`src/rtl/led_seq_pkg.sv`:
```
// Shared definitions for the LED sequence monitor: FSM state encoding,
// error cause codes and the table of patterns the sequencer must show.
package led_seq_pkg;

   typedef enum logic [1:0] {
      ST_IDLE  = 2'd0,
      ST_TRACK = 2'd1,
      ST_ERROR = 2'd2
   } state_t;

   localparam logic [2:0] ERR_NONE    = 3'd0;
   localparam logic [2:0] ERR_PATTERN = 3'd1;
   localparam logic [2:0] ERR_EARLY   = 3'd2;
   localparam logic [2:0] ERR_TIMEOUT = 3'd3;
   localparam logic [2:0] ERR_IDLE    = 3'd4;

   // Entry k is the pattern tracked while step_idx == k+1
   localparam logic [7:0][3:0] PATTERN_TABLE = {
      4'b1111, 4'b0111, 4'b0110, 4'b0101,
      4'b0100, 4'b0011, 4'b0010, 4'b0001
   };

   localparam logic [3:0] LAST_STEP = 4'd8;

   // Pattern that must follow the one tracked at the given step;
   // after the final 1111 the LEDs return to all-off
   function automatic logic [3:0] next_pattern(input logic [3:0] step);
      if (step >= 4'd1 && step <= 4'd7) begin
         return PATTERN_TABLE[step[2:0]];
      end
      return 4'b0000;
   endfunction

endpackage

```
`src/rtl/led_seq_monitor_dwell_timer.sv`:
```
// Dwell timer: counts how many cycles the current LED pattern has been
// held and classifies that count against the allowed dwell window.
import led_seq_pkg::*;

module dwell_timer #(
   parameter int DWELL = 67108864,
   parameter int TOL   = 0
) (
   input  logic                               clk,
   input  logic                               reset,
   input  logic                               clear,
   input  logic                               load,
   output logic [$clog2(DWELL+TOL+2)-1:0]     dwell,
   output logic                               early,
   output logic                               in_window,
   output logic                               timeout
);

   localparam int SAT  = DWELL + TOL + 1;
   localparam int W    = $clog2(SAT + 1);
   localparam int LOW  = (DWELL > TOL) ? (DWELL - TOL) : 0;
   localparam int HIGH = DWELL + TOL;

   localparam logic [W-1:0] LOW_V  = LOW[W-1:0];
   localparam logic [W-1:0] HIGH_V = HIGH[W-1:0];
   localparam logic [W-1:0] SAT_V  = SAT[W-1:0];
   localparam logic [W-1:0] ONE_V  = {{(W-1){1'b0}}, 1'b1};

   // Restart at 1 on a pattern change, otherwise count up and stick at the
   // saturation value so a stuck pattern can never wrap back into the window
   always_ff @(posedge clk or posedge reset) begin
      if (reset) begin
         dwell <= '0;
      end else if (clear) begin
         dwell <= '0;
      end else if (load) begin
         dwell <= ONE_V;
      end else if (dwell != SAT_V) begin
         dwell <= dwell + ONE_V;
      end
   end

   // timeout flags the last in-window count: if the pattern does not change
   // now, the counter saturates on this same edge
   assign early     = (dwell < LOW_V);
   assign in_window = (dwell >= LOW_V) && (dwell <= HIGH_V);
   assign timeout   = (dwell >= HIGH_V);

endmodule

```
`src/rtl/led_seq_monitor.sv`:
```
// LED sequence monitor: watches a 4-bit LED bus, checks that the expected
// eight-pattern sequence appears with correct dwell timing, and reports
// completed sequences and the first detected error.
import led_seq_pkg::*;

module led_seq_monitor #(
   parameter int DWELL = 67108864,
   parameter int TOL   = 0
) (
   input  logic       clk,
   input  logic       reset,
   input  logic [3:0] led_in,
   input  logic       enable,
   input  logic       clear,
   output logic       seq_done,
   output logic       seq_err,
   output logic [2:0] err_code,
   output logic [3:0] step_idx,
   output logic [7:0] pass_cnt
);

   localparam int DWELL_W = $clog2(DWELL + TOL + 2);

   state_t               state;
   logic [3:0]           led_q;
   logic                 change;
   logic [DWELL_W-1:0]   dwell;
   logic                 early;
   logic                 in_window;
   logic                 timeout;
   logic                 timer_clear;

   // Previous-cycle copy of the LED bus used for change detection
   always_ff @(posedge clk or posedge reset) begin
      if (reset) begin
         led_q <= 4'b0000;
      end else begin
         led_q <= led_in;
      end
   end

   assign change      = (led_in != led_q);
   assign timer_clear = clear | ~enable;

   dwell_timer #(
      .DWELL (DWELL),
      .TOL   (TOL)
   ) u_dwell_timer (
      .clk       (clk),
      .reset     (reset),
      .clear     (timer_clear),
      .load      (change),
      .dwell     (dwell),
      .early     (early),
      .in_window (in_window),
      .timeout   (timeout)
   );

   // Sequence tracking FSM; clear beats everything, then enable, then the
   // per-state rules. err_code only latches while no error is recorded yet,
   // so it always names the first cause even across enable toggles.
   always_ff @(posedge clk or posedge reset) begin
      if (reset) begin
         state    <= ST_IDLE;
         seq_done <= 1'b0;
         seq_err  <= 1'b0;
         err_code <= ERR_NONE;
         step_idx <= 4'd0;
         pass_cnt <= 8'd0;
      end else begin
         seq_done <= 1'b0;
         if (clear) begin
            state    <= ST_IDLE;
            seq_err  <= 1'b0;
            err_code <= ERR_NONE;
            step_idx <= 4'd0;
         end else if (!enable) begin
            state    <= ST_IDLE;
            step_idx <= 4'd0;
         end else begin
            case (state)
               ST_IDLE: begin
                  step_idx <= 4'd0;
                  if (change) begin
                     if (led_in == PATTERN_TABLE[0]) begin
                        state    <= ST_TRACK;
                        step_idx <= 4'd1;
                     end else if (led_in != 4'b0000) begin
                        state   <= ST_ERROR;
                        seq_err <= 1'b1;
                        if (!seq_err) err_code <= ERR_IDLE;
                     end
                  end
               end
               ST_TRACK: begin
                  if (change) begin
                     if (led_in != next_pattern(step_idx)) begin
                        state   <= ST_ERROR;
                        seq_err <= 1'b1;
                        if (!seq_err) err_code <= ERR_PATTERN;
                     end else if (early || !in_window) begin
                        state   <= ST_ERROR;
                        seq_err <= 1'b1;
                        if (!seq_err) err_code <= ERR_EARLY;
                     end else if (step_idx == LAST_STEP) begin
                        state    <= ST_IDLE;
                        step_idx <= 4'd0;
                        seq_done <= 1'b1;
                        if (pass_cnt != 8'd255) pass_cnt <= pass_cnt + 8'd1;
                     end else begin
                        step_idx <= step_idx + 4'd1;
                     end
                  end else if (timeout) begin
                     state   <= ST_ERROR;
                     seq_err <= 1'b1;
                     if (!seq_err) err_code <= ERR_TIMEOUT;
                  end
               end
               ST_ERROR: begin
                  state <= ST_ERROR;
               end
               default: begin
                  state    <= ST_IDLE;
                  step_idx <= 4'd0;
               end
            endcase
         end
      end
   end

endmodule

```
`config.mk`:
```
export PLATFORM = sky130hd
export DESIGN_NAME = led_seq_monitor
export DESIGN_NICKNAME = d
export VERILOG_FILES = /design/src/rtl/led_seq_pkg.sv /design/src/rtl/led_seq_monitor_dwell_timer.sv /design/src/rtl/led_seq_monitor.sv
export SDC_FILE = /design/constraint.sdc
export NUM_CORES = 1
export LEC_CHECK = 0
export ABC_AREA = 1
export CAP_MARGIN = 20
export CORE_AREA = 2 2 132 70
export CTS_BUF_LIST = sky130_fd_sc_hd__clkbuf_4 sky130_fd_sc_hd__clkbuf_8
export CTS_CLUSTER_DIAMETER = 150
export CTS_CLUSTER_SIZE = 12
export DETAILED_ROUTE_END_ITERATION = 7
export DIE_AREA = 0 0 134 72
export GPL_TIMING_DRIVEN = 0
export PLACE_DENSITY = 0.56
export SLEW_MARGIN = 10
export SYNTH_ARGS = -nofsm -noshare
export SYNTH_HDL_FRONTEND = slang
export SYNTH_SLANG_ARGS = --single-unit
export TNS_END_PERCENT = 30
```
`constraint.sdc`:
```
create_clock -name clk -period 2.6 [get_ports clk]
set_input_delay 0.39 -clock clk [delete_from_list [all_inputs] [get_ports clk]]
set_output_delay 0.39 -clock clk [all_outputs]
set_load 0.05 [all_outputs]
```
# --- Word level (Yosys, flattened, before mapping) ---
# Memories as Yosys holds them, arrays and structs flattened.
# Index checks and enable logic that the tools add are counted.
totals:
  register_bits: 50
  mem_count: 1
  input_bits: 8
  out_inout_bits: 17
  word_cells: 128
  romBits: 32
classes:
  n_mux: 66
  n_eq_ne: 25
  bitwise_logic: 5
  reduce_logical: 14
  addsub: 3
  order_cmp: 6
memory_table:
  columns: ["name", "depth", "width", "read_ports", "rd_ports_with_merged_regs", "wr", "line", "source"]
  rows:
  - ["(name not given)", 8, 4, 1, 0, 0, "led_seq_pkg.sv:29", "return PATTERN_TABLE[step[2:0]];"]
op_table:
  columns: ["operator", "count"]
  rows:
  - ["27-bit two-way mux", 3]
  - ["4-bit two-way mux", 13]
  - ["3-bit two-way mux", 13]
  - ["4-bit inequality test (second input constant)", 8]
  - ["27-bit by 1-bit adder with 27-bit output (second input constant)", 1]
  - ["27-bit greater-or-equal comparator (second input constant)", 1]
  - ["27-bit less-or-equal comparator (second input constant)", 1]
  - ["27-bit < comparator (second input constant)", 1]
  - ["27-bit inequality test (second input constant)", 1]
  - ["1-bit two-way mux", 23]
  - ["2-bit two-way mux", 10]
  - ["3-bit inequality test (second input constant)", 5]
  - ["5-bit inequality test (second input constant)", 3]
  - ["4-bit one-hot mux with 3 select lines", 1]
  - ["11-bit AND reduction", 1]
  - ["8-bit by 1-bit adder with 8-bit output (second input constant)", 1]
  - ["4-bit inequality test", 2]
  - ["8-bit inequality test (second input constant)", 1]
  - ["4-bit AND reduction", 2]
  - ["8-bit AND reduction", 1]
  - ["7-bit inequality test (second input constant)", 1]
  - ["7-bit AND reduction", 1]
  - ["2-bit one-hot mux with 3 select lines", 1]
  - ["3-bit one-hot mux with 2 select lines", 1]
  - ["18 further kinds", 23]

# --- Depth between registers and ports, before layout ---
logic_depth:
  depth_word: 18
  ltp_mapped: 17
  depth_no_buf: 17

# --- Cells and area by module ---
# A second synthesis with hierarchy kept.
unflattened:
  hier_cells: 463
  area_unflattened_um2: 3314.4
by_module_without_submodules:
  columns: ["mod", "area_per_inst_um2", "instances", "seq_area_each_um2", "cells_each"]
  rows:
  - ["dwell_timer", 1730.4, 1, 675.6, 253]
  - ["led_seq_monitor", 1584.0, 1, 575.6, 210]

# --- Least setup slack after synthesis ---
# No wires, ideal clock.
synth_path:
  path_type: "register to register"
  start: "register step_idx[0]"
  end: "register err_code[0]"
  setup_ps: 119
  path_stages_with_launch: 16
  period_less_slack_ps: 2224
  n_path_buf: 0
  slack_ps: 376
  required_time_ps: 2481
  arrival_time_ps: 2104
  path_cell_list: "dfrtp_1 > inv_1 > ha_1 > nand2_1 > o21ai_1 > nand3_1 > nand2_1 > nand2_1 > nor2_2 > nand2_2 > nand3_1 > nand2_1 > nor2_4 > nand2_2 > nand2_1 > nand2_1"
synth_via:
  elab_chain_cells: 18
  elab_cells_between_ends: 25
  cone_classes: "2 x order compare; 3 x eq/ne; 17 x mux; 2 x reduce/logical; 1 x memory"
synth_rtl:
  columns: ["element", "line", "source"]
  rows:
  - ["start, declared", "led_seq_monitor.sv:18", "output logic [3:0] step_idx,"]
  - ["start signal, assigned", "led_seq_monitor.sv:111", "step_idx <= step_idx + 4'd1;"]
  - ["4-bit by 1-bit greater-or-equal comparator with 1-bit output or 4-bit by 3-bit less-or-equal comparator with 1-bit output (tied branches)", "led_seq_pkg.sv:28", "if (step >= 4'd1 && step <= 4'd7) begin"]
  - ["1-bit logical AND", "led_seq_pkg.sv:28", null]
  - ["1-bit two-way mux", "led_seq_pkg.sv:28", null]
  - ["1-bit two-way mux", "led_seq_monitor.sv:96", "if (change) begin"]
  - ["1-bit two-way mux", "led_seq_monitor.sv:81", "case (state)"]
  - ["1-bit two-way mux", "led_seq_monitor.sv:77", "end else if (!enable) begin"]
  - ["1-bit two-way mux", "led_seq_monitor.sv:72", "if (clear) begin"]
  - ["4-bit two-way mux (*)", "led_seq_pkg.sv:31", "return 4'b0000;"]
  - ["(+2 left out)", null, null]
  - ["4-bit two-way mux (*)", "led_seq_monitor.sv:77", null]
  - ["4-bit two-way mux (*)", "led_seq_monitor.sv:72", null]
  - ["4-bit inequality test (*)", "led_seq_monitor.sv:97", "if (led_in != next_pattern(step_idx)) begin"]
  - ["3-bit two-way mux", "led_seq_monitor.sv:97", null]
  - ["3-bit two-way mux", "led_seq_monitor.sv:96", null]
  - ["3-bit one-hot mux with 2 select lines", "led_seq_monitor.sv:81", null]
  - ["3-bit two-way mux", "led_seq_monitor.sv:77", null]
  - ["3-bit two-way mux", "led_seq_monitor.sv:72", null]
  - ["end signal, assigned", "led_seq_monitor.sv:75", "err_code <= ERR_NONE;"]
  - ["end signal, assigned", "led_seq_monitor.sv:100", "if (!seq_err) err_code <= ERR_PATTERN;"]
  - ["end signal, assigned", "led_seq_monitor.sv:104", "if (!seq_err) err_code <= ERR_EARLY;"]
  - ["end, declared", "led_seq_monitor.sv:17", "output logic [2:0] err_code,"]
# Every way passes the cells marked *; elsewhere a longest branch is shown, timed or not. The select of a mux whose other input is x is not followed.
# A chain may end at the register's enable or synchronous reset.

# --- Final worst setup path ---
layout_path:
  start: "register step_idx[0]"
  end: "register pass_cnt[0]"
layout_via:
  elab_chain_cells: 15
  elab_cells_between_ends: 20
  cone_classes: "2 x order compare; 2 x eq/ne; 12 x mux; 1 x bitwise; 2 x reduce/logical; 1 x memory"
layout_rtl:
  columns: ["element", "line", "source"]
  rows:
  - ["4-bit by 1-bit greater-or-equal comparator with 1-bit output or 4-bit by 3-bit less-or-equal comparator with 1-bit output (tied branches)", "led_seq_pkg.sv:28", null]
  - ["1-bit logical AND", "led_seq_pkg.sv:28", null]
  - ["1-bit two-way mux", "led_seq_pkg.sv:28", null]
  - ["1-bit two-way mux", "led_seq_monitor.sv:96", null]
  - ["1-bit two-way mux", "led_seq_monitor.sv:81", null]
  - ["1-bit two-way mux", "led_seq_monitor.sv:77", null]
  - ["1-bit two-way mux", "led_seq_monitor.sv:72", null]
  - ["4-bit two-way mux", "led_seq_pkg.sv:31", null]
  - ["4-bit two-way mux", "led_seq_monitor.sv:96", null]
  - ["4-bit two-way mux", "led_seq_monitor.sv:81", null]
  - ["4-bit two-way mux", "led_seq_monitor.sv:77", null]
  - ["4-bit two-way mux", "led_seq_monitor.sv:72", null]
  - ["4-bit inequality test", "led_seq_monitor.sv:97", null]
  - ["1-bit inverter (no line)", null, null]
  - ["8-bit AND reduction (no line) (*)", null, null]
  - ["end signal, assigned", "led_seq_monitor.sv:109", "if (pass_cnt != 8'd255) pass_cnt <= pass_cnt + 8'd1;"]
  - ["end, declared", "led_seq_monitor.sv:19", "output logic [7:0] pass_cnt"]
# Marks and branches as above.

==> summary.md <==
| Metric | Value |
|---|---|
| Reg2reg setup slack | 240 ps |
| Final #Nets | 482 |
| Layout cell share with drive strength beyond 1 | 11.2% |
| Worst Setup End Kind | flip-flop |
| Crit path capture | pass_cnt[0] |
| Crit path launch | step_idx[0] |
| Clock share of power | 38.8% |
| Starting density of the core | 39.2% |
| Simple-gate share of the synthesized area | 37.6% |
| Die outline height | 72 um |
| R2r startpoint | step_idx[0] |
| CTS resizes | 0 |
| Post-DRT Antenna Nets | 0 |
| Clock transition at the registers of the reported paths | 100 ps |
| First-pass GRT wire length | 13,500 um |
| Vias in the first global route | 2,623 |
| Clock tree from TritonCTS | built |
| Average cell area after synthesis | 7.66 um^2 |
| Kind of critical path | reg -> reg |
| Number of max-cap violations | 0 |
| Logic pwr share | 8.4% |
| Critical Path Max Stage Delay | 480 ps |
| Worst r2r dst | pass_cnt[0] |
| Number of synthesized register bits | 50 |
| Max Clk Rate | 0.423 GHz |
| Worst slew pin tran | 514 ps |
| Dpl ws | 84.6 ps |
| Clock sink count | 50 |
| Via Count | 2,923 |
| Cell with the most instances after synthesis | nand2_1 |
| Rows | 24 |
| Num CTS Buffers | 5 |
| Reg power frac | 52.9% |
| Die width | 134 um |
| CP startpoint kind | flip-flop |
| Fin. max-slew vios | 0 |
| Slew headroom | 65.4% |
| Pleak | 1.78 nW |
| Clk root buf | clkbuf_8 |
| Multiplexer share of the synthesized area | 0% |
| Overflow after GRT | 0 |
| FF+latch area | 1250 um^2 |
| Crit path max fanout | 10 |
| Worst-path cell chain | inv_1 -> ha_1 -> o21ai_1 -> nand3_1 -> nand2_1 -> nand3_1 -> nor2_1 -> nand4_1 -> buf_6 -> xor2_1 |
| Layout Area Growth over Synthesis | 15.7% |
| Gr usage total | 17.8% |
| Initial antenna violation count | 0 |
| CTS HTree Levels | 2 |
| Post-synth cell types | 39 |
| Worst Reg-to-Reg Cells | 10 |
| Crit path buf inv count | 2 |
| NetSw | 0.365 mW |
| # IOs | 25 |
| 1st-pass router iterations | 5 |
| Number of fill cells | 851 |
| Clock latency on the worst-skew pair | 310 ps |
| Routability congestion estimate from global placement | 0.854 |
| Largest area contributor in the netlist | dfrtp_1 |
| Number of port buffers | 24 |
| Commonest cells in the netlist | nand2_1, inv_1, dfrtp_1, nand3_1, nor2_1 |
| Final WS setup | 237 ps |
| Worst endpoint required time | 2800 ps |
| Die area | 9650 um^2 |
| Worst path slowest cell | dfrtp_1 |
| Setup Skew | 10.7 ps |
| Top Family by Delay on Critical Path | simple AND/OR/NAND/NOR gates |
| Yosys warns | 0 |
| Post-synth ARST share | 100% |
| Number of synthesized flops with an enable pin | 0 |
| Most used cell, CP | nand3_1 |
| Core ar. | 8440 um^2 |
| CTS hold repair buffers | 0 |
| Largest net degree at the start of global routing | 30 |
| Pwr dens | 392 nW/um^2 |
| Largest family of logic cells by synthesized area | simple AND/OR/NAND/NOR gates |
| Minimum clock period after layout | 2360 ps |
| Power Total | 1.50 mW |
| Clock buffer depth | 2 |
| Drc violations | 0 |
| Status | finished clean |
| Vias per inst | 5.03 |
| Area of the multi-input gates | 1760 um^2 |
| Iter 0 DRT Violations | 221 |
| Cell Area, Synth | 3310 um^2 |
| Hold Vio Cnt, Final | 0 |
| DP Area | 3710 um^2 |
| Ant diodes | 0 |
| Crit share post-route | 90.9% |
| Dpl hpwl | 6210 um |
| Min-delay worst type | in -> async |
| Final Cell Area | 3830 um^2 |
| Final Routed Wirelength | 7960 um |
| Instance count on the critical path | 10 |
| Compound-Gate Fraction of Synth Area | 7.79% |
| XOR/XNOR Fraction of Synth Area | 3.97% |
| Area share of the largest cell type after synthesis | 37.8% |
| Sw Ratio | 24.3% |
| Finish-stage setup viols | 0 |
| Cell count after synthesis | 432 |
| Sequential share of the synthesized area | 37.8% |
| WP data arrival | 2560 ps |
| Post-synthesis adder-cell area fraction | 3.78% |
| Most area-consuming cells after synthesis | dfrtp_1, nand2_1, inv_1 |
| Routed WL per cell | 13.7 um |
| Syn Nets | 450 |
| Internal power | 1.14 mW |
| Setup bufs post-CTS | 0 |
| VDD IR-drop max | 0.000256 V |
| Main flop type after synthesis | dfrtp_1 |
| RSZ-0062 raised after global routing | false |
==> layout by cell type (no fill, tap or decap), drive strengths merged <==
cell type,count
nand2,101
inv,68
dfrtp,50
nand3,42
nor2,35
clkdlybuf4s50,24
nand4,24
nor3,23
a21oi,20
o21ai,18
xor2,11
ha,10
buf,7
clkbuf,6
nor4,6
xnor2,4
nor3b,3
a31oi,2
or2,2
a221oi,1
nor4b,1
o21a,1
a32oi,1
a21boi,1
o31ai,1
o211ai,1
bufinv,1
==> flip-flops by register name, indices dropped and copies added, names as in the netlist <==
signal and cells:
pass_cnt 8, err_code 3, state 2, seq_err 1, u_dwell_timer.dwell 27, seq_done 1, step_idx 4, led_q 4
==> worst register-to-register path: cells and delay by family, from the launching register on <==
| kind | cells | cell delay, ps |
|---|---|---|
| compound gates | 1 | 240 |
| xor+xnor | 1 | 140 |
| fa+ha+maj | 1 | 290 |
| buf+inv | 2 | 330 |
| flops | 1 | 480 |
| simple gates | 5 | 770 |
==> stage by stage <==
| stage | hold slack, ps | TNS (ps) | utilization [%] | std cells |
|---|---|---|---|---|
| 5_1_grt | 471 | 0 | 45.4 | 581 |
| 3_3_place_gp | 461 | -3940 | 43.8 | 573 |
| 3_5_place_dp | 467 | 0 | 44.0 | 574 |
| 6_report | 422 | 0 | 45.4 | 581 |
| 4_1_cts | 441 | 0 | 45.4 | 581 |
| 2_1_floorplan | 421 | 0 | - | 432 |
==> area by class of cell <==
cell class / count / area share [%]
Sequential cell: 50 / 32.7
Timing Repair Buffer: 25 / 6.80
Tap cell: 117 / 3.82
Multi-Input combinational cell: 308 / 45.9
Buffer: 6 / 1.18
Clock inverter: 1 / 0.785
Clock buffer: 6 / 2.16
Inverter: 68 / 6.67
==> layer usage <==
layer | up-vias | track usage, % | wire [um]
met1 | 1339 | 30.5 | 4540
met3 | 10 | 4.54 | 565
met5 | - | 0 | 0
met4 | 0 | 3.19 | 85
li1 | 1494 | - | -
met2 | 80 | 21.1 | 2770
==> cells by family after synthesis <==
family	count (synthesis)
xor gates and xnor gates	15
and+or+nand+nor	237
buffers and inverters	74
adders and majority gates	10
AOI/OAI and AO/OA	46
DFF	50
==> how the worst min path moves through the flow <==
stage | from | end | slack (ps) | depth (start not counted)
after detailed placement | err_code[1] | err_code[1] | 470 | 2
after global routing | reset | u_dwell_timer.dwell[21] | 470 | 2
after CTS | reset | u_dwell_timer.dwell[21] | 440 | 2
after global placement | err_code[1] | err_code[1] | 460 | 2
final | reset | u_dwell_timer.dwell[25] | 420 | 2
after floorplan | led_in[0] | led_q[0] | 420 | 0
==> power groups by stage <==
stage / registers, mW / logic, mW / clock network (mW)
after floorplan: 0.822 / 0.0635 / 0
after global placement: 0.809 / 0.121 / 0
after detailed placement: 0.809 / 0.127 / 0
after CTS: 0.793 / 0.127 / 0.598
after global routing: 0.795 / 0.141 / 0.628
final: 0.793 / 0.125 / 0.582
Note: power is estimated with default switching activity, not from simulation.
